### src/rtl/pcie_cpld_monitor.sv
// Completion monitor for the FPGA-master DMA read path: tracks outstanding MRd
// tags, judges each Cpl/CplD and accumulates good completion count and payload.
module pcie_cpld_monitor #(
  parameter int TAG_W = 5
) (
  input  logic                  clk,
  input  logic                  rst_n,
  input  logic                  init_rst_i,
  input  logic                  mrd_tag_issue_i,
  input  logic [TAG_W-1:0]      mrd_tag_i,
  input  logic                  cpl_hdr_vld_i,
  input  logic                  cpl_has_data_i,
  input  logic [2:0]            cpl_status_i,
  input  logic                  cpl_ep_i,
  input  logic [9:0]            cpl_len_i,
  input  logic [11:0]           cpl_byte_cnt_i,
  input  logic [7:0]            cpl_tag_i,
  input  logic [1:0]            cpl_dw_vld_i,
  input  logic                  cpl_eof_i,
  output logic [31:0]           cpld_found_o,
  output logic [31:0]           cpld_data_size_o,
  output logic                  cpld_malformed_o,
  output logic                  cpld_data_err_o,
  output logic [2**TAG_W-1:0]   tags_pending_o,
  output logic                  busy_o
);
  localparam int         NTAG  = 2 ** TAG_W;
  localparam logic [2:0] ST_SC = 3'b000;

  typedef enum logic [1:0] {S_IDLE, S_DATA, S_CHECK} state_t;

  state_t            state;
  logic              busy;
  logic              h_data;
  logic [2:0]        h_status;
  logic              h_ep;
  logic [9:0]        h_len;
  logic [11:0]       h_bc;
  logic [7:0]        h_tag;
  logic [10:0]       dw_cnt;
  logic              dw_bad;
  logic [31:0]       found;
  logic [31:0]       data_size;
  logic              malformed;
  logic              data_err;
  logic [NTAG-1:0]   pending;

  logic [TAG_W-1:0]  tag_idx;
  logic [10:0]       eff_len;
  logic [12:0]       eff_bc;
  logic              is_last;
  logic              judge_mal;
  logic              judge_err;
  logic              retire;
  logic              good;
  logic              dup_issue;
  logic [1:0]        beat_dws;
  logic [NTAG-1:0]   pending_nxt;

  assign tag_idx = h_tag[TAG_W-1:0];

  always_comb begin
    // NOTE: every signal gets a default before any branch so no latch is inferred.
    eff_len     = (h_len == 10'd0) ? 11'd1024 : {1'b0, h_len};
    eff_bc      = (h_bc == 12'd0) ? 13'd4096 : {1'b0, h_bc};
    is_last     = (eff_bc <= {eff_len, 2'b00});
    judge_mal   = dw_bad
                | ~pending[tag_idx]
                | ((h_tag >> TAG_W) != 8'd0)
                | (h_data & (dw_cnt != eff_len))
                | (~h_data & (h_status == ST_SC));
    judge_err   = (h_status != ST_SC) | h_ep;
    retire      = (state == S_CHECK) & ~judge_mal & is_last;
    good        = (state == S_CHECK) & ~judge_mal & ~judge_err;
    beat_dws    = {1'b0, cpl_dw_vld_i[1]} + {1'b0, cpl_dw_vld_i[0]};
    // A retire and a re-issue of the same tag in one cycle is a legal handover.
    dup_issue   = mrd_tag_issue_i & pending[mrd_tag_i]
                & ~(retire & (tag_idx == mrd_tag_i));
    pending_nxt = pending;
    if (retire)          pending_nxt[tag_idx]   = 1'b0;
    if (mrd_tag_issue_i) pending_nxt[mrd_tag_i] = 1'b1;
  end

  always_ff @(posedge clk or negedge rst_n) begin
    // NOTE: sequential state uses non-blocking assignments only.
    if (!rst_n) begin
      state     <= S_IDLE;
      busy      <= 1'b0;
      h_data    <= 1'b0;
      h_status  <= '0;
      h_ep      <= 1'b0;
      h_len     <= '0;
      h_bc      <= '0;
      h_tag     <= '0;
      dw_cnt    <= '0;
      dw_bad    <= 1'b0;
      found     <= '0;
      data_size <= '0;
      malformed <= 1'b0;
      data_err  <= 1'b0;
      pending   <= '0;
    end else if (init_rst_i) begin
      state     <= S_IDLE;
      busy      <= 1'b0;
      h_data    <= 1'b0;
      h_status  <= '0;
      h_ep      <= 1'b0;
      h_len     <= '0;
      h_bc      <= '0;
      h_tag     <= '0;
      dw_cnt    <= '0;
      dw_bad    <= 1'b0;
      found     <= '0;
      data_size <= '0;
      malformed <= 1'b0;
      data_err  <= 1'b0;
      pending   <= '0;
    end else begin
      pending <= pending_nxt;
      if (dup_issue) malformed <= 1'b1;

      case (state)
        S_IDLE: begin
          if (cpl_hdr_vld_i) begin
            h_data   <= cpl_has_data_i;
            h_status <= cpl_status_i;
            h_ep     <= cpl_ep_i;
            h_len    <= cpl_len_i;
            h_bc     <= cpl_byte_cnt_i;
            h_tag    <= cpl_tag_i;
            dw_cnt   <= '0;
            dw_bad   <= 1'b0;
            busy     <= 1'b1;
            state    <= cpl_has_data_i ? S_DATA : S_CHECK;
          end
        end

        S_DATA: begin
          if (cpl_hdr_vld_i) begin
            // Header overran the payload: abandon this TLP, drop the new header.
            malformed <= 1'b1;
            busy      <= 1'b0;
            state     <= S_IDLE;
          end else if (cpl_dw_vld_i != 2'b00) begin
            dw_cnt <= dw_cnt + {9'd0, beat_dws};
            if (cpl_dw_vld_i == 2'b10) begin
              dw_bad    <= 1'b1;
              malformed <= 1'b1;
            end
            if (cpl_eof_i) state <= S_CHECK;
          end
        end

        S_CHECK: begin
          if (cpl_hdr_vld_i) malformed <= 1'b1;
          if (judge_mal)      malformed <= 1'b1;
          else if (judge_err) data_err  <= 1'b1;
          if (good) begin
            found <= found + 32'd1;
            if (h_data) data_size <= data_size + {21'd0, dw_cnt};
          end
          busy  <= 1'b0;
          state <= S_IDLE;
        end

        default: begin
          busy  <= 1'b0;
          state <= S_IDLE;
        end
      endcase
    end
  end

  assign cpld_found_o     = found;
  assign cpld_data_size_o = data_size;
  assign cpld_malformed_o = malformed;
  assign cpld_data_err_o  = data_err;
  assign tags_pending_o   = pending;
  assign busy_o           = busy;

endmodule

### config.mk
export PLATFORM = sky130hd
export DESIGN_NAME = pcie_cpld_monitor
export DESIGN_NICKNAME = d
export VERILOG_FILES = /design/src/rtl/pcie_cpld_monitor.sv
export SDC_FILE = /design/constraint.sdc
export NUM_CORES = 1
export LEC_CHECK = 0
export ABC_AREA = 1
export CAP_MARGIN = 5
export CORE_MARGIN = 10
export CORE_UTILIZATION = 25
export CTS_CLUSTER_DIAMETER = 150
export DETAILED_ROUTE_END_ITERATION = 8
export PLACE_DENSITY_LB_ADDON = 0.2
export REMOVE_ABC_BUFFERS = 1
export SLEW_MARGIN = 20
export SYNTH_ARGS = -nofsm -noshare
export SYNTH_HDL_FRONTEND = slang
export SYNTH_SLANG_ARGS = --single-unit
### constraint.sdc
create_clock -name clk -period 2.2 [get_ports clk]
set_clock_uncertainty 0.05 [all_clocks]
set_input_delay 0.66 -clock clk [delete_from_list [all_inputs] [get_ports clk]]
set_output_delay 0.66 -clock clk [all_outputs]
set_load 0.01 [all_outputs]
* Yosys cells after proc, flatten, opt, wreduce, memory -nomap -nowiden
Cells that the tools add are included.
W data, S select, Z words.
** Storage, ports and cells
- Bits in registers :: 148
- Input bits :: 48
- Output and inout bits :: 99
- Logic and storage cells :: 153
** Operators by class
- Add/subtract/negate cells :: 4
- $lt $le $gt $ge :: 5
- Eq/ne operators :: 13
- Mux-type cells :: 71
- Bitwise logic cells :: 21
- Reduce and logical (&&, ||, !) cells :: 24
** Operator list (count)
- $mux W32 :: 10
- $mux W11 :: 5
- $mux W12 :: 3
- $add A32 B1 Y32 const B :: 1
- $add A32 B11 Y32 :: 1
- $and A32 B32 Y32 :: 1
- $not A32 Y32 :: 1
- $or A32 B32 Y32 :: 1
- $mux W10 :: 3
- $mux W1 :: 28
- $mux W8 :: 3
- $pmux W11 S2 :: 1
- $ne A3 B3 Y1 const B :: 5
- $reduce_bool A2 Y1 :: 7
- $le A13 B13 Y1 :: 1
- $mux W13 :: 1
- $logic_not A12 Y1 :: 1
- $lt A5 B6 Y1 const B :: 2
- $mux W2 :: 6
- $add A11 B2 Y11 :: 1
- $ne A11 B11 Y1 :: 1
- $bmux W1 S5 :: 2
- $demux W1 S5 :: 2
- $ge A5 B1 Y1 const B :: 2
- 22 further kinds :: 49

* Depth between registers and ports, before layout
- Depth after elaboration :: 19
- Mapped depth :: 20
- Depth with buffers taken out :: 19

* Least setup slack after synthesis
OpenSTA, ideal clock, no wires.
- Path kind :: input to register
- From :: input port init_rst_i
- To :: register dw_cnt[9]
- Library setup time :: 0.123 ns
- Arrival :: 2.108 ns
- Data required time :: 2.027 ns
- Setup slack :: -0.082 ns
- Stages :: 13
- Buffers on the path :: 0
- Path through :: inv_2 > nand2_1 > inv_2 > nor2_2 > inv_2 > nand2_1 > inv_1 > nor3_2 > nand3_1 > nor3_1 > nand2_1 > o21ai_0 > a21oi_1
** Between the ends
- Cells in the longest elaborated chain, start to end :: 2
- Elaborated cells between the ends (all ways) :: 6
- Those cells by class :: eq/ne: 3; mux: 1; reduce/logical: 2
** Ends and longest elaborated chain
- start, declared :: line 8 : input logic init_rst_i,
- $ne A3 B3 Y1 (no line) or $reduce_bool A3 Y1 (tied branches)
- $reduce_and A4 Y1 (no line)
- end signal, assigned :: line 145 : dw_cnt <= dw_cnt + {9'd0, beat_dws};
- end, declared :: line 40 : logic [10:0] dw_cnt;
Parallel ways exist; a longest one is shown, timed or not.
A chain may end at the register's enable or synchronous reset.

* Worst setup path after layout
- From :: register h_tag[0]
- To :: register pending[13], in the netlist tags_pending_o[13]
** Between the ends
- Cells in the longest elaborated chain, start to end :: 14
- Elaborated cells between the ends (all ways) :: 21
- Those cells by class :: order compare: 2; mux: 7; bitwise: 11; reduce/logical: 1
** Ends and longest elaborated chain
- start, declared :: line 39 : logic [7:0] h_tag;
- start signal, assigned :: line 130 : h_tag <= cpl_tag_i;
- $bmux W1 S5 :: line 68 : | ~pending[tag_idx]
- $mux W1 (implied by the code) :: line 68
- $not A1 Y1 :: line 68
- $or A1 B1 Y1 :: line 68
- $or A1 B1 Y1 :: line 69 : | ((h_tag >> TAG_W) != 8'd0)
- $or A1 B1 Y1 :: line 70 : | (h_data & (dw_cnt != eff_len))
- $or A1 B1 Y1 :: line 71 : | (~h_data & (h_status == ST_SC));
- $not A1 Y1 :: line 73 : retire = (state == S_CHECK) & ~judge_mal & is_last;
- $and A1 B1 Y1 (2 in series) :: line 73
- $mux W32 (*) :: line 80 : if (retire) pending_nxt[tag_idx] = 1'b0;
- $or A32 B32 Y32 (no line)
- $mux W32 (*) :: line 81 : if (mrd_tag_issue_i) pending_nxt[mrd_tag_i] = 1'b1;
- $mux W32 (*) :: line 102 : end else if (init_rst_i) begin
- end signal, assigned :: line 119 : pending <= pending_nxt;
- end, declared :: line 46 : logic [NTAG-1:0] pending;
Every way passes the cells marked *; elsewhere a longest branch is shown, timed or not. The select of a mux whose other input is x is not followed.

==> flow_summary_export.csv <==
group,metric,value,unit
finish,drive_gt1_share,28.9,%
floorplan,rows,70,
flow_run,maxCapViolations,0,
sta,hold_viol_final,0,
clock_tree,clk_latency,0.43,ns
sta,period_share,117,%
setup_path,cp.arrival,2.79,ns
logic_synthesis,yosys_most_used_dff,"dfrtp_1",
floorplan,fp.dieH,213,um
pwr,max-vdd-ir-drop,0.535,mV
sta,worst_slack,-0.381,ns
place,gp_congestion,0.897,
logic_synthesis,synth_area,0.00928,sq mm
min_path,hold_path.class,"in -> async",
pwr,leakage,7.31,nW
sta,setup_viol,99,
finish,areaGrowthSynthToFinish,61.5,%
clock_tree,cts_made_buffers,17,
setup_path,critPathRequiredTime,2.41,ns
setup_path,endpoint_kind,"flip-flop",
grt,grtUsageTotal,16.2,%
sta,fin_crit,2.58,ns
route,wire_per_inst,17.3,um
setup_path,cp_max_fo,8,
finish,fillers,3754,
setup_path,critPathLaunchType,"flip-flop",
floorplan,core,0.0366,sq mm
route,drt_iter0_markers,692,
sta,tightestPinTransition,0.909,ns
finish,fin_util,41.0,%
clock_tree,h-tree-depth,4,
pwr,finalPower,7.37,mW
route,totalWireLength,37.6,mm
grt,grt_max_degree,63,
status,violations,"negative setup slack",
clock_tree,clock-sinks,148,
finish,nets,1772,
logic_synthesis,netlist_instances,1285,
grt,grt_pass1_wl,57.8,mm
route,viasPerCell,4.81,
logic_synthesis,synth-seq-cells,148,
status,status,"complete, but fails checks",
place,place.port_buffers,146,
clock_tree,root_buffer,"clkbuf_16",
place,place_hpwl,27.5,mm
route,first_pass_iters,5,
floorplan,dieArea,0.0452,sq mm
floorplan,fp.dieW,213,um
grt,antenna_found_initial,3,
setup_path,critical_path_class,"reg -> reg",
clock_tree,clock_path_buffers,2,
clock_tree,cts_tree,"done",
grt,grt_overflow_total,0,
pwr,power_density,491,mW/mm^2
route,drc,0,
floorplan,ioPinCount,147,
floorplan,start_util,25.3,%
setup_path,ff2ff_path_depth,20,
logic_synthesis,async_flop_share,100,%
logic_synthesis,synth_edf_count,0,
sta,fmaxAchievable,0.387,GHz
route,antenna_left,0,
sta,maxSlewViolCount,0,
logic_synthesis,seq_area_frac_synth,39.9,%
logic_synthesis,yosysUniqueCellTypes,40,
clock_tree,path_clk_slew,0.07,ns
sta,rsz0062_at_grt,"yes",
logic_synthesis,yosys_warnings,0,
logic_synthesis,synth_area_per_cell,7.22,sq um
grt,grt_pass1_vias,10300,
sta,maxSlewHeadroom,39.4,%
route,via_count,10500,
-- layout by cell type (no fill, tap or decap), types with 5 or more instances in the layout --
cell,netlist,routed
dlygate4sd2_1,0,9
bufinv_16,0,5
buf_6,0,10
xor2_1,28,28
nor3_2,3,7
a22oi_1,16,16
dfrtp_1,148,134
clkinvlp_4,0,6
nor4_1,21,19
nand2_2,2,25
buf_12,0,12
buf_4,0,265
dfrtp_2,0,14
clkbuf_16,0,21
nand4_1,37,37
nand2_4,0,5
inv_2,6,5
a21oi_2,1,14
clkdlybuf4s50_1,0,97
nor2_2,3,11
nor2_1,86,74
o21a_1,5,5
nor3_1,60,53
o31ai_1,20,9
nand3_1,67,64
nand2_1,353,324
o21ai_0,110,60
inv_1,134,131
a32o_1,6,6
ha_1,27,26
o21ai_2,0,42
a21oi_1,72,57
o21ai_1,1,5
xnor2_1,7,7
o31ai_2,0,11
dlymetal6s2s_1,0,38
-- per-layer routing --
metal,up-vias,wire length [um],GRT usage [%]
met5,-,23,0
met4,4,726,3.72
met3,57,2110,3.55
met2,243,18000,27.2
met1,5008,16700,20.8
li1,5146,-,-
-- cell usage after synthesis (21+ instances only) --
cell / instances / share of area [%]
clkbuf_1: 29 / 1.2
ha_1: 27 / 3.6
nor2_1: 86 / 3.5
inv_1: 134 / 5.4
o21ai_0: 110 / 5.9
nor4_1: 21 / 1.4
nand3_1: 67 / 3.6
xor2_1: 28 / 2.6
nor3_1: 60 / 3.2
nand2_1: 353 / 14
dfrtp_1: 148 / 40
nand4_1: 37 / 2.5
a21oi_1: 72 / 3.9
-- path summary, 6_finish.rpt --
path                                      start                            to  slack, ns
setup / recovery           h_tag[0]$_DFFE_PN0P_  tags_pending_o[13]$_DFF_PN0_      -0.38
hold / removal                            rst_n  cpld_found_o[11]$_DFFE_PN0P_       0.14
setup reg to reg           h_tag[0]$_DFFE_PN0P_  tags_pending_o[13]$_DFF_PN0_      -0.38
hold reg to reg                h_ep$_DFFE_PN0P_              h_ep$_DFFE_PN0P_       0.45
max in group asynchronous                 rst_n  tags_pending_o[24]$_DFF_PN0_       1.37
min in group clk               h_ep$_DFFE_PN0P_              h_ep$_DFFE_PN0P_       0.45
-- report_power, final --
part	switching, mW	internal, mW	leakage [nW]
clock	1.26	2.04	0.302
combinational	0.692	0.540	4.99
sequential	0.0448	2.79	2.02
-- kinds of logic (layout without fill, tap and decap cells) --
| kind of cell | count (synthesis) | after routing | share of synthesized area [%] |
|---|---|---|---|
| simple gates | 638 | 638 | 29.8 |
| compound gates | 246 | 246 | 15.2 |
| buf+inv | 189 | 611 | 7.78 |
| flops | 148 | 148 | 39.9 |
| xor+xnor | 35 | 35 | 3.30 |
| fa+ha+maj | 29 | 29 | 4.07 |
| other cells | 0 | 1 | 0 |
-- registers in the layout, summed over array words and instances, names as in the netlist --
| register | cells |
|---|---|
| busy_o | 1 |
| cpld_data_err_o | 1 |
| cpld_data_size_o | 32 |
| cpld_found_o | 32 |
| cpld_malformed_o | 1 |
| dw_bad | 1 |
| dw_cnt | 11 |
| h_bc | 12 |
| h_data | 1 |
| h_ep | 1 |
| h_len | 10 |
| h_status | 3 |
| h_tag | 8 |
| state | 2 |
| tags_pending_o | 32 |
-- through the flow --
| step | hold slack (ns) | area [sq um] | TNS [ns] | worst slack (ns) | cells |
|---|---|---|---|---|---|
| global placement | 0.425 | 13200 | -32.43 | -0.585 | 2107 |
| finish | 0.139 | 15000 | -28.78 | -0.381 | 2176 |
| CTS | 0.133 | 14200 | -12.09 | -0.246 | 2153 |
| detailed placement | 0.432 | 13200 | -34.51 | -0.625 | 2107 |
| global route | 0.154 | 15000 | -40.53 | -0.489 | 2175 |
| floorplan | 0.314 | 9090 | -52.59 | -1.09 | 1237 |
-- critical path, cell delays in order, from the launching register on --
cell	delay [ns]
dfrtp_2	0.47
clkinv_4	0.12
buf_12	0.14
nand2_1	0.06
nand2_1	0.06
nand2_1	0.06
nand2_2	0.10
nand2_2	0.06
nand2_2	0.08
nor2_4	0.04
nand2_2	0.08
nand2_2	0.07
nor2_4	0.14
nand2_4	0.08
buf_4	0.14
buf_4	0.13
inv_4	0.07
nand2_8	0.09
clkbuf_16	0.19
o21ai_2	0.11
a21oi_1	0.07
-- layout make-up --
type                       count  area [sq um]  share of cell area (%)
timing repair buffer         438          4020                    26.8
multi-input combinational    948          5460                    36.4
timing repair inverter         1          7.51                  0.0501
clock buffer                  19           443                    2.95
tap                          468           586                    3.91
antenna                        1          2.50                  0.0167
clock inverter                12           203                    1.35
inverter                     141           551                    3.67
sequential                   148          3720                    24.8
-- what timing repair did --
action,in CTS,in global routing
pin swaps,10,12
endpoints found under the setup margin,119,146
setup buffers,14,16
gates cloned,2,6
gates resized for setup,137,155
hold buffers,0,0
Power figures use the tool's default switching activity.
==> RTL edit, RTL diff (same flow settings) <==
Encoding of `state_t`: now one-hot (3 bits for 3 states).
--- a/src/rtl/pcie_cpld_monitor.sv
+++ b/src/rtl/pcie_cpld_monitor.sv
@@ -29,3 +29,3 @@
 
-  typedef enum logic [1:0] {S_IDLE, S_DATA, S_CHECK} state_t;
+  typedef enum logic [2:0] {S_IDLE = 3'b001, S_DATA = 3'b010, S_CHECK = 3'b100} state_t;
 
Behaviour: same outputs for any inputs over 4 cycles, from zero or initial values and one cycle with rst_n low; so few cycles prove little.
==> RTL edit against the unedited design <==
Largest power group unchanged; largest cell class unchanged; final cell count increased by 5.0%; via count increased by 5.0%; setup slack got worse by 0.044 ns; sequential cell count increased by 1; global-route usage about the same; power increased by 8.2%; area after synthesis increased by 7.3%; routed wire length increased by 6.9%; the flow still finishes with violations (negative setup slack); maximum frequency decreased by 1.7%; cell area increased by 0.10%.
==> RTL edit: results (changes against the unedited design) <==
** Status
- The run finished, with violations left.
- Violated checks :: negative setup slack

** Global routing
- The largest net degree at the start of global routing came to 65 (+3.2%).
- The number of global-route vias before repair was 10800 (+5.3%).
- The global-route wire length before repair is 61600 um (+6.6%).
- The all-layer global routing usage is 0.162 (+0.000487).

** Drt
- The post-detailed-route via-to-cell ratio is 4.81 (about the same).
- Final routed wirelength across all metal layers :: 40200 um (+6.9%)
- The first-pass iteration count of the detailed router was 7 (+2).
- Number of DRC markers in iteration 0 :: 777 (+12%)

** STA
- The total negative slack for setup checks was -24.21 ns (+4.57 ns).
- Worst hold slack after final layout :: 0.104 ns (-0.0345 ns)
- Final setup margin :: -0.425 ns (-0.0444 ns)
- Worst max-slew margin expressed relative to the limit :: 0.512 (+0.118)
- The count of endpoints failing setup in the final report came to 97 (-2.0%).

** Placed design
- Post-detail-place hpwl :: 27900 um (+1.5%)
- Count of placed standard cells including taps :: 2216 (+5.2%)
- The cell area after placement was 13400 um^2 (+1.6%).
- Final GP Congestion :: 0.905 (+0.95%)

** Worst setup path
- Worst endpoint data arrival time :: 2.90 ns (+0.11 ns)
- The largest incremental delay on the critical path came to 0.39 ns (-0.08 ns).
- The largest individual stage delay along the critical path comes from the cell dfrtp_1.

** Logic synthesis
- The sequential cell area fraction in the yosys report came to 0.375 (-0.0245).
- The distinct cell type count of the synthesized netlist was 43 (+7.5%).
- The commonest cells after synthesis are 425 x nand2_1, 148 x dfrtp_1, 146 x nand3_1, 119 x nor2_1, 103 x inv_1.

** Layout
- The share of post-route cells with drive strength above 1 was 0.229 (-0.0603).
- Layout net count :: 1820 (+2.7%)
- Final antenna diode count :: 0 (-1)

** Clocking
- Insertion delay of the later-clocked pin in the worst-skew pair :: 0.45 ns (+0.02 ns)

** Power
- The maximum vdd ir drop was 530 uV (-0.95%).
- Leak :: 7.32 nW (about the same)
==> RTL edit: cell types whose count changed after synthesis, moves of 12 or more <==
| cell | before | now |
|---|---|---|
| o21ai_0 | 110 | 52 |
| nor2_1 | 86 | 119 |
| o31ai_1 | 20 | 0 |
| or2_2 | 0 | 12 |
| clkbuf_1 | 29 | 48 |
| nand4_1 | 37 | 78 |
| inv_1 | 134 | 103 |
| nor3_1 | 60 | 43 |
| nand2_1 | 353 | 425 |
| nand3b_1 | 1 | 31 |
| nand3_1 | 67 | 146 |
==> RTL edit: final cells by class <==
| type | count | area [um^2] |
|---|---|---|
| clock buffer | 17 | 425 |
| sequential | 149 | 3770 |
| inverter | 107 | 430 |
| multi-input combinational | 1094 | 5860 |
| clock inverter | 15 | 160 |
| fill | 4196 | 24500 |
| tap | 525 | 657 |
| timing repair buffer | 377 | 3700 |
==> RTL edit: path summary, 6_finish.rpt <==
check,endpoint,cells after the start,startpoint
min in group clk,busy_o$_DFFE_PN0P_,2,busy_o$_DFFE_PN0P_
hold / removal,cpld_found_o[12]$_DFFE_PN0P_,1,rst_n
setup / recovery,cpld_malformed_o$_DFF_PN0_,14,h_bc[4]$_DFFE_PN0P_
max in group asynchronous,state[0]$_DFFE_PN1P_,2,rst_n
hold reg to reg,busy_o$_DFFE_PN0P_,2,busy_o$_DFFE_PN0P_
setup reg to reg,cpld_malformed_o$_DFF_PN0_,14,h_bc[4]$_DFFE_PN0P_
==> RTL edit: metal layers <==
layer | wire length, um | global-route usage | up-vias
li1 | - | - | 5432
met1 | 18500 | 0.213 | 5226
met2 | 19000 | 0.263 | 271
met3 | 2150 | 0.0383 | 48
met4 | 610 | 0.0427 | 2
met5 | 13 | 0 | -
==> RTL edit: cell families after synthesis <==
group	synth area share
flip-flops	0.375
AO/OA/AOI/OAI	0.0898
AND/OR/NAND/NOR	0.397
adder cells (fa/ha/maj)	0.0342
XOR/XNOR	0.0299
buffers and inverters	0.0745
==> RTL edit: what timing repair did <==
item / CTS / global route
pin swaps: 16 / 63
hold buffers: 0 / 0
cloned: 11 / 8
gates resized for setup: 127 / 114
setup endpoints to repair: 177 / 122
setup buffers: 7 / 14
==> RTL edit: worst register-to-register path: cells and delay by family, from the launching register on <==
kind / cells / cell delay, ns
simple gates: 7 / 0.91
compound gates: 3 / 0.44
flops: 1 / 0.39
buf+inv: 3 / 0.38
fa+ha+maj: 1 / 0.32
==> RTL edit: power by group <==
group	switching (W)	internal [W]	total [W]
clock network	0.00141	0.00161	0.00302
logic	0.00112	0.000957	0.00207
registers	0.0000516	0.00282	0.00287
